### config.mk
export PLATFORM = sky130hd
export DESIGN_NAME = tag_free_list
export DESIGN_NICKNAME = d
export VERILOG_FILES = /design/src/rtl/tag_free_list.sv
export SDC_FILE = /design/constraint.sdc
export NUM_CORES = 1
export LEC_CHECK = 0
export CELL_PAD_IN_SITES_DETAIL_PLACEMENT = 1
export CELL_PAD_IN_SITES_GLOBAL_PLACEMENT = 1
export CORE_UTILIZATION = 46
export DETAILED_ROUTE_END_ITERATION = 8
export DONT_BUFFER_PORTS = 1
export PLACE_DENSITY = 0.79
export SLEW_MARGIN = 10
export SYNTH_ARGS = -nofsm -noshare
export SYNTH_HDL_FRONTEND = slang
export SYNTH_SLANG_ARGS = --single-unit
### constraint.sdc
create_clock -name clk -period 3.8 [get_ports clk]
set_clock_uncertainty 0.1 [all_clocks]
set_input_delay 0.38 -clock clk [delete_from_list [all_inputs] [get_ports clk]]
set_output_delay 0.38 -clock clk [all_outputs]
set_load 0.05 [all_outputs]
### src/rtl/tag_free_list.sv
// rtl/tag_free_list.sv - 64-entry tag free list with registered lowest-free-tag grant stage

module tag_free_list_ffs #(
    parameter int ALLOC = 1
) (
    input  logic [63:0] vec,
    output logic [5:0]  idx,
    output logic        found
);

    // ALLOC=1 searches for the lowest set bit, ALLOC=0 for the lowest clear bit.
    always_comb begin
        idx   = '0;
        found = (ALLOC != 0) ? (|vec) : (~&vec);
        for (int i = 63; i >= 0; i--) begin
            if (vec[i] == (ALLOC != 0)) begin
                idx = 6'(i);
            end
        end
    end

endmodule

module tag_free_list #(
    parameter int LOW_WM = 4
) (
    input  logic       clk,
    input  logic       rst_n,
    output logic       alloc_vld,
    output logic [5:0] alloc_idx,
    input  logic       alloc_rdy,
    input  logic       free_vld,
    input  logic [5:0] free_idx,
    input  logic       flush,
    output logic [6:0] free_cnt,
    output logic       low_wm,
    output logic       err
);

    localparam logic [6:0] WM = 7'(LOW_WM);

    logic [63:0] mask;
    logic [63:0] mask_nxt;
    logic        out_v;
    logic [5:0]  out_idx;
    logic [6:0]  cnt;
    logic [6:0]  cnt_nxt;
    logic        lw;
    logic        err_q;
    logic [5:0]  sel;
    logic        any;
    logic        reload;
    logic        dbl_free;
    logic        rsv_free;
    logic        inc;

    tag_free_list_ffs #(.ALLOC(1)) u_ffs (
        .vec   (mask),
        .idx   (sel),
        .found (any)
    );

    assign reload   = any && (!out_v || alloc_rdy);
    assign dbl_free = free_vld && mask[free_idx];
    assign rsv_free = free_vld && out_v && (out_idx == free_idx);
    assign inc      = free_vld && !mask[free_idx];

    // Selection sees the pre-free mask, so a returned tag only becomes eligible next cycle.
    always_comb begin
        mask_nxt = mask;
        if (free_vld) begin
            mask_nxt[free_idx] = 1'b1;
        end
        if (reload) begin
            mask_nxt[sel] = 1'b0;
        end
    end

    assign cnt_nxt = cnt + {6'b0, inc} - {6'b0, reload};

    always_ff @(posedge clk or negedge rst_n) begin
        if (!rst_n) begin
            mask    <= '1;
            out_v   <= 1'b0;
            out_idx <= '0;
            cnt     <= 7'd64;
            lw      <= 1'b0;
            err_q   <= 1'b0;
        end else if (flush) begin
            mask  <= '1;
            out_v <= 1'b0;
            cnt   <= 7'd64;
            lw    <= (7'd64 <= WM);
        end else begin
            mask <= mask_nxt;
            cnt  <= cnt_nxt;
            lw   <= (cnt_nxt <= WM);
            if (reload) begin
                out_v   <= 1'b1;
                out_idx <= sel;
            end else if (alloc_rdy) begin
                out_v <= 1'b0;
            end
            if (dbl_free || rsv_free) begin
                err_q <= 1'b1;
            end
        end
    end

    assign alloc_vld = out_v;
    assign alloc_idx = out_idx;
    assign free_cnt  = cnt;
    assign low_wm    = lw;
    assign err       = err_q;

endmodule

==> impl_metrics.tcl <==
set metrics [dict create \
    status "finished with violations" \
    failed_checks "negative setup slack" \
    final_util 0.563 \
    mostFrequentLayoutCells "buf_4, dfstp_2, a211oi_1, a31oi_1" \
    numCtsBuffers 9 \
    crit_type "reg -> reg" \
    antenna_found_initial 0 \
    insertion_delay_ns 0.36 \
    synth_nets 595 \
    period_needed_ns 3.95 \
    final_common_cell "buf_4" \
    fill_cells 1297 \
    wl_um 21900 \
    clock-sinks 80 \
    syn_avg_cell_area_um2 9.42 \
    timing.final.crit_share 1.04 \
    finalHoldViolations 0 \
    synth_edf_count 0 \
    drt-vias-per-instance 7.10 \
    reg2reg_slack_ns -0.15 \
    synth-main-ff-cell "dfstp_2" \
    insertedDiodeCount 0 \
    grt_usage 0.363 \
    tritoncts "yes" \
    final.setup.tns_ns -0.196 \
    grt_start_max_net_pins 81 \
    gp_congestion 1.01 \
    grt_pass1_vias 5856 \
    place_area_um2 6050 \
    gr-total-overflow 0 \
    fp.dieH_um 111 \
    final_nets 658 \
    boundaryPins 27 \
    fp.dieW_um 111 \
    setup_ws_ns -0.149 \
    dr.pass1.iters 5 \
    placementRows 39 \
    holdWs_ns 0.0670 \
    antenna_left 0 \
    hpwl_um 15100 \
    slew_violations 0 \
    hold_path_class "in -> reg" \
    core_um2 11500 \
    crit_arrival_ns 4.11 \
    critical_path.max_fanout 4 \
    grt_pass1_wl_um 33800 \
    stdcell_count 787 \
    dp.cells 763 \
    synth_seq_cells 80 \
    totalPowerFinal_mw 2.64 \
    syn_area_um2 5420 \
    wl_per_cell_um 27.8 \
    syn-instance-count 576 \
    layout-drive-gt1-share 0.328 \
    fmax_ghz 0.253 \
    synth-async-reset-ratio 1.00 \
    start_kind "flop" \
    slew-limit-headroom 0.290 \
    cts_max_level 3 \
    dieArea_um2 12200 \
    drcViolationCount 0 \
    cts_root_buffer "clkbuf_16" \
    rsz0062_at_grt "true" \
    numPortBuffers 0 \
    worstPathRequired_ns 3.96 \
    cap_violations 0 \
    tightest_slew_ns 1.06 \
    drtIter0Drc 492 \
    crit_path_end_kind "flop" \
    power.density_nw_per_um2 409 \
    clkTransAtPathRegs_ns 0.07 \
    ys_seq_area_frac 0.384 \
    power_leakage_nw 2.31 \
    synth_warnings 0 \
    setup_viol 2 \
    start_util 0.473 \
    place_ws_ns -0.175 \
    area_growth_pct 19.0 \
    num_vias 5591 \
    clk_path_buf_depth 2 \
    fin_area_um2 6450 \
    peakVddDrop_uv 564 \
    synth_cell_types 78 \
]
-- cell usage after synthesis, types with 4 or more instances --
master	number	area, µm²
dfstp_2	65	1710
a211oi_1	64	480
a31oi_1	43	269
a21oi_1	42	210
nor2_1	39	146
nand2_1	35	131
inv_1	25	93.8
nor3_1	19	95.1
dfrtp_1	15	375
and3_1	14	87.6
buf_2	14	70.1
clkbuf_1	14	52.6
nor2b_1	14	87.6
o21ai_0	14	70.1
nor4_1	11	68.8
a311oi_1	7	61.3
ha_1	7	87.6
xnor2_1	7	61.3
mux4_2	6	135
nor4_2	6	75.1
a221oi_1	5	43.8
mux2_2	5	56.3
nand2b_1	5	31.3
nand3_1	5	25.0
xor2_1	5	43.8
a221o_1	4	40.0
nor3b_1	4	30.0
o21bai_1	4	30.0
or4_1	4	30.0
-- path summary, 6_finish.rpt --
kind                               startpoint                  endpoint  depth (start not counted)
max                         mask[4]$_DFF_PN1_          low_wm$_DFF_PN0_                         18
min in group asynchronous               rst_n  alloc_idx[2]$_DFFE_PN0P_                          2
max reg2reg                 mask[4]$_DFF_PN1_          low_wm$_DFF_PN0_                         18
min                                  free_vld           err$_DFFE_PN0P_                          1
min reg2reg                mask[58]$_DFF_PN1_        mask[58]$_DFF_PN1_                          2
max in group asynchronous               rst_n        mask[46]$_DFF_PN1_                          2
-- critical path: stages, from the launching register on --
cell	delay, ns
dfstp_2	0.38
buf_4	0.14
nor4_1	0.50
buf_4	0.22
nand2_1	0.08
nor3_2	0.21
and3_1	0.25
nor2_1	0.10
ha_4	0.26
inv_2	0.04
ha_4	0.16
fa_2	0.36
a21o_1	0.19
a21oi_2	0.15
o21bai_1	0.11
a21oi_2	0.14
xnor2_1	0.14
nand2_1	0.11
nor4b_2	0.21
-- power breakdown --
part | switching, mW | internal, mW | leakage [nW] | total [mW]
Clock | 0.357 | 0.506 | 0.140 | 0.864
Sequential | 0.170 | 0.906 | 0.876 | 1.08
Combinational | 0.411 | 0.291 | 1.29 | 0.703
Total | 0.939 | 1.70 | 2.31 | 2.64
-- cell families after synthesis --
group,count (synthesis),share of synthesized area
XOR/XNOR,12,0.0194
flip-flops,80,0.384
buffers and inverters,60,0.0489
adder cells (fa/ha/maj),8,0.0198
multiplexers,13,0.0392
AND/OR/NAND/NOR,180,0.193
AO/OA/AOI/OAI,223,0.295
-- registers in the layout (all words and copies together), names as in the netlist --
name and cells:
err 1, alloc_idx 6, alloc_vld 1, mask 64
low_wm 1, free_cnt 7
-- layer usage --
metal,GRT usage,share of wire
met5,0,0
met4,0.172,0.046
met2,0.593,0.48
met3,0.0653,0.073
met1,0.464,0.40
-- final cells by class --
cell class | instances | area (µm²) | share of cell area
Clock inverter | 4 | 45.0 | 0.00698
Sequential cell | 80 | 2080 | 0.323
Multi-Input combinational cell | 436 | 3140 | 0.487
Inverter | 26 | 97.6 | 0.0151
Timing Repair Buffer | 86 | 671 | 0.104
Clock buffer | 12 | 236 | 0.0366
Tap cell | 143 | 179 | 0.0277
-- timing repair --
action | 4_1_cts | 5_1_grt
pin swaps | 0 | 5
hold endpoints to repair | 87 | 0
endpoints found under the setup margin | 2 | 3
setup buffers | 2 | 3
resized for setup | 2 | 7
hold buffers | 3 | 0
Power figures use the tool's default switching activity.
==> edit (config.mk and constraints unchanged) <==
Put one more register stage on the output `free_cnt`, with the module's reset. The value now appears one clock later. The other outputs are not delayed to match.
--- a/src/rtl/tag_free_list.sv
+++ b/src/rtl/tag_free_list.sv
@@ -109,7 +109,13 @@
 
     assign alloc_vld = out_v;
     assign alloc_idx = out_idx;
-    assign free_cnt  = cnt;
+    always_ff @(posedge clk or negedge rst_n) begin
+        if (!rst_n) begin
+            free_cnt <= '0;
+        end else begin
+            free_cnt <= cnt;
+        end
+    end
     assign low_wm    = lw;
     assign err       = err_q;
 
Behaviour: not the same (Yosys sat finds a counterexample within 4 cycles, from zero or initial values and one cycle with rst_n low).
==> edit against the unedited design <==
- total power is 6.8% higher
- worst setup slack better by 77 ps
- cell area is 7.4% higher
- routed wire length is 14% higher
- die area is 6.8% higher
- the run still ends with setup timing left
- sequential power is 11% higher
- via count is 8.2% higher
- hold slack worse by 34 ps
- synthesized area is 6.9% higher
- highest routed layer unchanged
- synthesized cell count is 5.4% higher
- core utilization is 0.73 points higher
- sequential cell count is 7 higher
==> edit: results (changes against the unedited design) <==
Power and ir drop
  • Pwr per Cell Area: 407 mW/mm² (was 409 mW/mm²)

Routing
  • Routed wl met3: 2640 µm (was 1590 µm)

Worst setup path
  • Reg2Reg Setup Slack: -70 ps (was -150 ps)
  • Worst EP arrival: 4040 ps (was 4110 ps)
  • Reg2Reg Depth: 16 (was 18)
  • Worst Setup SP: mask[32]$_DFF_PN1_ (was mask[4]$_DFF_PN1_)
  • Critical Path Max Stage Delay: 450 ps (was 500 ps)

Global route
  • Vias in the first global route: 6244 (was 5856)
  • M2 GR Usage: 0.599 (was 0.593)
  • Largest net degree at the start of global routing: 88 (was 81)
  • Met1 Usage GRT: 0.498 (was 0.464)
  • GRT Total Usage: 0.398 (was 0.363)

Run status
  • Status: finished, violations left (unchanged)
  • Failing checks: setup timing (unchanged)

Logic synthesis
  • Mux share of post-synthesis cell area: 0.0537 (was 0.0392)
  • Post-Synthesis Cells: 607 (was 576)
  • Register area share after synthesis: 0.389 (was 0.384)
  • Synth Area in XOR/XNOR: 0.0181 (was 0.0194)

Final layout
  • Final Net Count: 697 (was 658)
  • Layout cells sized above 1: 0.340 (was 0.328)
  • Fillcell total: 1369 (was 1297)
  • Fin area: 0.00693 mm² (was 0.00645 mm²)

STA
  • Setup ws final: -72.4 ps (was -149 ps)
  • Setup violators final: 2 (unchanged)

Placed design
  • Cell total after placement: 821 (was 763)
  • RD Place Congestion: 0.974 (was 1.01)

Clock tree
  • # Post-CTS Setup Buffers: 3 (was 2)
  • CTS Hold Buffers Added: 4 (was 3)
-- edit: cell types whose count changed in the layout (fill, tap and decap cells not counted), sizes merged, moves of 9 or more --
cell / change
nor2: +20
nand2: -13
buf: +9
a41oi: +11
and3: -9
a31oi: -12
-- edit: final cells by class --
class	count	area share
multi-input combinational	460	0.478
sequential	87	0.326
timing repair buffer	96	0.108
clock buffer	10	0.0345
tap	168	0.0303
inverter	24	0.0130
clock inverter	6	0.00974
-- edit: where the power goes --
part / internal [mW] / switching (mW) / leakage (nW) / total (mW)
logic: 0.290 / 0.392 / 1.41 / 0.681
clock network: 0.530 / 0.413 / 0.145 / 0.943
registers: 1.01 / 0.193 / 0.968 / 1.20
total: 1.83 / 0.998 / 2.52 / 2.82
-- edit: cell families after synthesis --
logic type               Yosys count
AND/OR/NAND/NOR                  194
AO/OA/AOI/OAI                    224
buffers and inverters             60
XOR/XNOR                          12
adder cells (fa/ha/maj)            8
flip-flops                        87
multiplexers                      22
